$ cat src/rtl/core_pkg.sv
// Shared definitions for the core writeback path: special register addresses,
// the writeback request bundle and the source ordering used for priority.
package core_pkg;

   localparam logic [3:0] REG_PC      = 4'd11;
   localparam logic [3:0] REG_ZERO    = 4'd12;
   localparam logic [3:0] REG_ONE     = 4'd13;
   localparam logic [3:0] REG_ALLONES = 4'd14;
   localparam logic [3:0] REG_BUS     = 4'd15;
   localparam int         NUM_GP      = 11;
   localparam int         NUM_SRC     = 3;

   typedef struct packed {
      logic        valid;
      logic [3:0]  addr;
      logic [15:0] data;
   } wb_req_t;

   // Enum order is also the default priority order (lowest value wins).
   typedef enum logic [1:0] {
      SRC_IRQ = 2'd0,
      SRC_MEM = 2'd1,
      SRC_ALU = 2'd2
   } wb_src_e;

endpackage

$ cat src/rtl/core_wb_age_counter.sv
// Per-requester wait-age tracker: counts cycles spent waiting with valid high
// and flags the requester for promotion once it has waited STARVE_LIMIT cycles.
module core_wb_age_counter #(
   parameter int STARVE_LIMIT = 4
) (
   input  logic clk,
   input  logic rst_n,
   input  logic valid_i,
   input  logic ready_i,
   output logic promote_o
);

   localparam logic [3:0] LIMIT = 4'(STARVE_LIMIT);

   logic [3:0] age_q, age_d;

   always_comb begin
      age_d = age_q;
      if (!valid_i || ready_i) begin
         age_d = 4'd0;
      end else if (age_q != 4'hF) begin
         age_d = age_q + 4'd1;
      end
   end

   always_ff @(posedge clk or negedge rst_n) begin
      if (!rst_n) begin
         age_q <= 4'd0;
      end else begin
         age_q <= age_d;
      end
   end

   assign promote_o = valid_i && (age_q >= LIMIT);

endmodule

$ cat src/rtl/core_regwrite_arbiter.sv
// Arbitrates the single register-file write port between irq, load-return and
// ALU writeback, and tracks outstanding loads so decode can stall on hazards.
module core_regwrite_arbiter #(
   parameter int STARVE_LIMIT = 4,
   parameter int NUM_GP       = 11,
   parameter int PC_ADDR      = 11
) (
   input  logic        clk,
   input  logic        rst_n,
   input  logic        irq_valid,
   input  logic [3:0]  irq_addr,
   input  logic [15:0] irq_data,
   output logic        irq_ready,
   input  logic        mem_valid,
   input  logic [3:0]  mem_addr,
   input  logic [15:0] mem_data,
   output logic        mem_ready,
   input  logic        alu_valid,
   input  logic [3:0]  alu_addr,
   input  logic [15:0] alu_data,
   output logic        alu_ready,
   input  logic        pend_set,
   input  logic [3:0]  pend_addr,
   input  logic [3:0]  chk_addr_a,
   input  logic [3:0]  chk_addr_b,
   output logic [3:0]  rf_addr_write,
   output logic [15:0] rf_data_write,
   output logic        rf_write_enable,
   output logic        hazard,
   output logic        pc_write_pending
);

   import core_pkg::*;

   localparam logic [3:0] PC_A = 4'(PC_ADDR);

   wb_req_t              req [NUM_SRC];
   wb_req_t              sel_req;
   logic [NUM_SRC-1:0]   valid, promote, cand, grant;
   logic                 xfer, writable;

   logic                 we_q, we_d;
   logic [3:0]           addr_q, addr_d;
   logic [15:0]          data_q, data_d;
   logic                 pcp_q, pcp_d;
   logic [15:0]          pend_q, pend_d;

   assign req[SRC_IRQ] = {irq_valid, irq_addr, irq_data};
   assign req[SRC_MEM] = {mem_valid, mem_addr, mem_data};
   assign req[SRC_ALU] = {alu_valid, alu_addr, alu_data};

   generate
      for (genvar gi = 0; gi < NUM_SRC; gi++) begin : g_age
         assign valid[gi] = req[gi].valid;
         core_wb_age_counter #(.STARVE_LIMIT(STARVE_LIMIT)) u_age (
            .clk      (clk),
            .rst_n    (rst_n),
            .valid_i  (valid[gi]),
            .ready_i  (grant[gi]),
            .promote_o(promote[gi])
         );
      end
   endgenerate

   // Promoted requesters mask everyone else; lowest set bit is highest priority.
   always_comb begin
      cand  = (|promote) ? promote : valid;
      grant = cand & ~(cand - NUM_SRC'(1));
      if (!rst_n) begin
         grant = '0;
      end
   end

   always_comb begin
      sel_req = '0;
      for (int i = 0; i < NUM_SRC; i++) begin
         if (grant[i]) begin
            sel_req = req[i];
         end
      end
   end

   assign xfer     = |grant;
   assign writable = (int'(sel_req.addr) < NUM_GP) || (sel_req.addr == PC_A);

   always_comb begin
      we_d   = xfer && writable;
      addr_d = addr_q;
      data_d = data_q;
      pcp_d  = xfer && (sel_req.addr == PC_A);
      if (xfer && writable) begin
         addr_d = sel_req.addr;
         data_d = sel_req.data;
      end
      // Set is applied after clear so a fresh load to the same register wins.
      pend_d = pend_q;
      if (grant[SRC_MEM]) begin
         pend_d[mem_addr] = 1'b0;
      end
      if (pend_set && (int'(pend_addr) < NUM_GP) && (pend_addr != PC_A)) begin
         pend_d[pend_addr] = 1'b1;
      end
   end

   always_ff @(posedge clk or negedge rst_n) begin
      if (!rst_n) begin
         we_q   <= 1'b0;
         addr_q <= 4'd0;
         data_q <= 16'd0;
         pcp_q  <= 1'b0;
         pend_q <= 16'd0;
      end else begin
         we_q   <= we_d;
         addr_q <= addr_d;
         data_q <= data_d;
         pcp_q  <= pcp_d;
         pend_q <= pend_d;
      end
   end

   assign irq_ready        = grant[SRC_IRQ];
   assign mem_ready        = grant[SRC_MEM];
   assign alu_ready        = grant[SRC_ALU];
   assign rf_write_enable  = we_q;
   assign rf_addr_write    = addr_q;
   assign rf_data_write    = data_q;
   assign pc_write_pending = pcp_q;

   // No bypass: a register being written this cycle still counts as a hazard.
   assign hazard = pend_q[chk_addr_a] | pend_q[chk_addr_b] |
                   (we_q && ((chk_addr_a == addr_q) || (chk_addr_b == addr_q)));

endmodule

$ cat config.mk
export PLATFORM = sky130hd
export DESIGN_NAME = core_regwrite_arbiter
export DESIGN_NICKNAME = d
export VERILOG_FILES = /design/src/rtl/core_pkg.sv /design/src/rtl/core_wb_age_counter.sv /design/src/rtl/core_regwrite_arbiter.sv
export SDC_FILE = /design/constraint.sdc
export NUM_CORES = 1
export LEC_CHECK = 0
export CAP_MARGIN = 10
export CORE_MARGIN = 3
export CORE_UTILIZATION = 35
export CTS_CLUSTER_DIAMETER = 120
export DETAILED_ROUTE_END_ITERATION = 7
export GPL_TIMING_DRIVEN = 1
export HOLD_SLACK_MARGIN = 0.08
export PLACE_DENSITY_LB_ADDON = 0.25
export SKIP_LAST_GASP = 1
export SLEW_MARGIN = 20
export SYNTH_ARGS = -nofsm -noshare
export SYNTH_HDL_FRONTEND = slang
export SYNTH_SLANG_ARGS = --single-unit
export TNS_END_PERCENT = 30
$ cat constraint.sdc
create_clock -name clk -period 5.32 [get_ports clk]
set_input_delay 1.064 -clock clk [delete_from_list [all_inputs] [get_ports clk]]
set_output_delay 1.064 -clock clk [all_outputs]
set_load 0.05 [all_outputs]
* After elaboration in Yosys (flattened, before gate mapping) *
Cells that the tools add are included.

cells by class
  multiplexer cells = 21
  bitwise operators = 7
  $lt $le $gt $ge = 11
  reductions and logical operators = 23
  equality and inequality tests = 7
  add/sub/neg operators = 4

operators by type and width
  cell                                                        count
  two-way mux 20 bit                                          3
  two-way mux 16 bit                                          2
  two-way mux 4 bit                                           6
  less-than comparator 4 x 5 -> 1 bit, second input constant  4
  AND 16 bit                                                  1
  != test 4 bit, second input constant                        4
  inverter 16 bit                                             1
  OR 16 bit                                                   1
  adder 4 x 1 -> 4 bit, second input constant                 3
  >= comparator 4 x 3 -> 1 bit, second input constant         3
  logical AND 1 bit                                           10
  binary-select mux 1 bit (select 4 bit)                      2
  demux 1 bit (select 4 bit)                                  2
  equality test 4 bit                                         2
  >= comparator 4 x 1 -> 1 bit, second input constant         2
  less-than comparator 4 bit, second input constant           2
  two-way mux 3 bit                                           2
  nonzero test 2 bit                                          3
  OR reduction 3 bit                                          2
  logical OR 1 bit                                            5
  equality test 4 bit, second input constant                  1
  two-way mux 1 bit                                           4
  AND 3 bit                                                   1
  logical NOT 1 bit                                           3
  3 further kinds                                             4

storage, ports and cells
  register bits after elaboration = 50
  logic and storage cells = 81
  bits of input ports = 78

* Longest topological paths before layout *
  word-level depth = 14
  mapped depth = 9

* Hierarchy *
A second synthesis with hierarchy kept.

second synthesis, totals
  cell total of the unflattened synthesis = 271
  area total of the unflattened synthesis = 2,917.8 µm²

modules (own cells, without submodules)
  module                 instances  area each (µm²)  seq. area each (µm²)  cells each
  core_regwrite_arbiter  1          2,257.2          950.9                 208
  core_wb_age_counter    3          220.2            100.1                 21

* Worst setup path after synthesis *
No wires, ideal clock.

  kind = input -> output
  start point = input port chk_addr_a[0]
  end point = output port hazard
  cell stages on the path = 4
  path buffers = 1
  data arrival time = 2.744 ns
  slack = 1.512 ns
  cells stage by stage = clkbuf_1 > mux4_2 > mux4_2 > a211o_1

on the way
  word-level cells in the longest chain between the ends = 4

ends and longest elaborated chain
  what                                                                                  RTL line                                                    text
  start: declaration                                                                    core_regwrite_arbiter.sv:24                                 input logic [3:0] chk_addr_a,
  binary-select mux 1 bit (select 4 bit) / equality test 4 bit (equally long branches)  core_regwrite_arbiter.sv:130, core_regwrite_arbiter.sv:131
  two-way mux 1 bit (implied by the code) / logical OR 1 bit (equally long branches)    core_regwrite_arbiter.sv:130, core_regwrite_arbiter.sv:131
  OR 1 bit / logical AND 1 bit (equally long branches)                                  core_regwrite_arbiter.sv:130, core_regwrite_arbiter.sv:131
  OR 1 bit *                                                                            core_regwrite_arbiter.sv:130                                assign hazard = pend_q[chk_addr_a] | pend_q[chk_addr_b] |
  end: declaration                                                                      core_regwrite_arbiter.sv:29                                 output logic hazard,

Every way passes the cells marked *; elsewhere a longest branch is shown, timed or not. The select of a mux whose other input is x is not followed.

* Worst setup path in the final report *
Same ends and word-level chain as after synthesis.

==> results.txt <==
Share of the synthesized area in the top cell type: 41.3%
Unrepaired setup endpoints after global routing: false
Final cell area excluding filler cells: 0.00428 mm2
Final worst path period need: 4.73 ns
Number of antenna repair diodes: 0
Share of total power consumed by net switching: 34.0%
Final hold viol count: 0
Clock network fraction of design power: 25.8%
Global-route wire length before repair: 13.9 mm
Clock transition at the registers of the reported paths: 0.10 ns
Clock Skews: 0.0108 ns
Count of yosys warnings during synthesis: 0
Clock tree from TritonCTS: done
Die area: 0.00981 mm2
Post-Place Cell Area: 0.00414 mm2
Fraction of the yosys area taken by sequential cells: 41.3%
CTS Root Cell: sky130_fd_sc_hd__clkbuf_8
Dominant cell type by area after synthesis: sky130_fd_sc_hd__dfrtp_1
Worst flop-to-flop path endpoint: rf_data_write[9]$_DFFE_PN0P_
Initial DRC Count: 90
Detailed-route wire length per cell: 17.0 um
Initial standard-cell utilization of the core: 36.5%
Worst slew slack as a fraction of its limit: 50.4%
Placer's final routability congestion estimate: 0.836
Count of max-cap constraint violations: 0
Die height: 99.1 um
IO Port Bufs: 103
Maximum number of buffers from clock root to sink: 2
Cells resized by post-CTS repair: 0
Setup bufs post-CTS: 0
Flip-flop and latch count after synthesis: 50
Power per cell area: 303 mW/mm2
Largest cells by area after synthesis: sky130_fd_sc_hd__dfrtp_1 41%, sky130_fd_sc_hd__mux4_2 6.7%, sky130_fd_sc_hd__o21ai_0 5.9%, sky130_fd_sc_hd__a22oi_1 4.0%, sky130_fd_sc_hd__mux2_4 3.5%
Top achievable clock speed: 0.211 GHz
Critical Path Start Type: input pin
Post-synthesis to final-layout area growth: 41.3%
Final antenna-violating net count: 0
TritonCTS Buffers: 5
Hold Buf Count CTS: 0
Die boundary width: 99.1 um
Transition time of the tightest slew-check pin: 0.743 ns
IR drop worst, VDD: 0.142 mV
Hold Path End: rf_data_write[8]$_DFFE_PN0P_
Avg Synthesized Cell Area: 10.3 um2
Total detailed-routing wirelength: 8.53 mm
Arrival @ worst endpoint: 3.67 ns
Register-to-register setup slack: 2.46 ns
Number of top-level design ports: 104
Core outline area: 0.00830 mm2
Data required time of the critical path: 4.26 ns
Status: finished clean
Antenna violations before repair: 0
Congestion Overflow GR: 0
First-pass iteration count of the detailed router: 4
CP Max Fanout: 5
Overall Global Routing Usage: 17.5%
Number of library cell types mapped by synthesis: 52
Post-synthesis net count: 376
EDFF count, synth: 0
Share of total power in sequential cells: 37.9%
Hold Path Cell Cnt: 1
Total leakage power: 1.73 nW
TritonCTS Sinks: 50
Number of standard cells after synthesis: 295
Fraction of registers with async set/reset: 100%
Final max-slew violation count: 0
Hold crit path type: reg -> reg
Depth of the worst register-to-register path: 7
Overall via count from detail_route: 2704
Number of setup violations in the final report: 0
Fraction of layout cells with a size suffix above 1: 12.6%
Residual DRC: 0
Hold wc startpoint: rf_data_write[8]$_DFFE_PN0P_
Post-route clock period utilization: 88.9%
Via count of the first global-routing pass: 2780
Proportion of power drawn by combinational gates: 36.3%
Critical path class: in -> out
Later-pin clock latency in the skew report: 0.31 ns
H-Tree Depth: 2
Switching pwr: 0.440 mW
Internal portion of total power: 0.856 mW
Main synth FF type: sky130_fd_sc_hd__dfrtp_1
DP HPWL: 6.56 mm
Total of fill cells in the finished design: 770
TNS Setup: 0 ns
Type of element capturing the critical path: output port
Total standard cell area after synthesis: 0.00303 mm2
Final layout net count: 476
Beginning of the worst register-to-register path: g_age[2].u_age.age_q[2]$_DFFE_PN0P_
Largest net degree at the start of global routing: 52
Site Rows: 33
Vias per cell: 5.40
[cells in the final DEF, fill, tap and decap left out, types with 2 or more instances in the layout]
cell type and n:
sky130_fd_sc_hd__clkdlybuf4s50_1 102, sky130_fd_sc_hd__a21oi_1 5, sky130_fd_sc_hd__a22oi_1 16, sky130_fd_sc_hd__or2_2 2, sky130_fd_sc_hd__and3_1 3, sky130_fd_sc_hd__nor3b_1 3, sky130_fd_sc_hd__nand2_1 26, sky130_fd_sc_hd__bufinv_16 2
sky130_fd_sc_hd__clkbuf_8 6, sky130_fd_sc_hd__buf_4 4, sky130_fd_sc_hd__nand2b_1 6, sky130_fd_sc_hd__nor2_1 18, sky130_fd_sc_hd__ha_1 3, sky130_fd_sc_hd__inv_1 6, sky130_fd_sc_hd__xor2_1 4, sky130_fd_sc_hd__o2bb2ai_1 2
sky130_fd_sc_hd__mux2_4 7, sky130_fd_sc_hd__o21ai_0 36, sky130_fd_sc_hd__nand3_1 7, sky130_fd_sc_hd__mux2i_1 6, sky130_fd_sc_hd__nand3b_1 6, sky130_fd_sc_hd__mux2_2 9, sky130_fd_sc_hd__o21a_1 7, sky130_fd_sc_hd__nor3_1 12
sky130_fd_sc_hd__o21ai_2 2, sky130_fd_sc_hd__a21o_1 3, sky130_fd_sc_hd__mux4_2 9, sky130_fd_sc_hd__dfrtp_1 50, sky130_fd_sc_hd__a31oi_1 5, sky130_fd_sc_hd__xnor2_1 7
[per-stage QoR]
step	utilization [%]	setup WS (ns)	instances	power, mW	hold slack, ns
floorplan	-	1.51	295	0.783	0.463
global placement	49.9	0.612	493	0.962	0.488
detailed placement	49.9	0.584	493	0.972	0.494
CTS	51.6	0.570	501	1.31	0.518
global route	51.6	0.502	501	1.36	0.540
finish	51.6	0.590	501	1.30	0.514
[sequential cells by signal (all words and copies together) (netlist names)]
| register | count |
|---|---|
| pend_q | 16 |
| rf_data_write | 16 |
| g_age.u_age.age_q | 12 |
| rf_addr_write | 4 |
| pc_write_pending | 1 |
| rf_write_enable | 1 |
[logic make-up after synthesis]
| logic type | share of synthesized area, % |
|---|---|
| AOI/OAI and AO/OA | 21.0 |
| xor gates and xnor gates | 3.18 |
| adders and majority gates | 1.24 |
| buffers and inverters | 3.30 |
| DFF | 41.3 |
| muxes | 15.5 |
| and+or+nand+nor | 14.5 |
[cell usage after synthesis (all sizes together) (2+ instances only)]
cell type,n
mux4,9
dfrtp,50
clkbuf,6
nand3b,6
mux2,16
nand2b,6
a211oi,3
inv,6
a21oi,7
nand2,26
o21a,7
a31oi,5
ha,3
and3,3
nand3,7
o2bb2ai,2
o311ai,2
mux2i,6
buf,8
a21o,3
or2,3
a21boi,2
xnor2,7
o21ai,39
a22oi,16
nor2,18
nor3,12
xor2,4
nor3b,3
[worst max-delay path, cell delays in order]
cell and delay [ns]:
sky130_fd_sc_hd__clkdlybuf4s50_1 0.64, sky130_fd_sc_hd__mux4_2 0.56, sky130_fd_sc_hd__mux4_2 0.47, sky130_fd_sc_hd__a211o_1 0.23
sky130_fd_sc_hd__clkdlybuf4s50_1 0.70
[worst max path at each step]
stage          endpoint           from
6_report         hazard  chk_addr_a[0]
5_1_grt          hazard  chk_addr_a[0]
4_1_cts          hazard  chk_addr_a[0]
3_5_place_dp     hazard  chk_addr_a[0]
3_3_place_gp     hazard  chk_addr_a[0]
2_1_floorplan    hazard  chk_addr_a[0]
[layout make-up]
cell class	count	area (um2)	area share, %
clock buffers	6	82.6	1.93
clock inverters	2	60.1	1.40
inverters	6	22.5	0.526
multi-input cells	225	1680	39.2
flip-flops and latches	50	1250	29.2
well taps	105	131	3.07
repair buffers	107	1060	24.7
[power groups by stage]
stage / combinational (mW) / sequential, mW / clock, mW
2_1_floorplan: 0.190 / 0.593 / 0
3_3_place_gp: 0.466 / 0.496 / 0
3_5_place_dp: 0.474 / 0.498 / 0
4_1_cts: 0.475 / 0.491 / 0.340
5_1_grt: 0.502 / 0.500 / 0.355
6_report: 0.471 / 0.491 / 0.334
[routing by layer]
layer	part of all wire (%)	track usage, %	vias up
li1	-	-	1294
met1	43	22.9	1318
met2	50	29.3	72
met3	4.0	2.55	20
met4	2.2	6.51	0
met5	0	0	-
No activity file was read; power rests on OpenSTA's default activity.
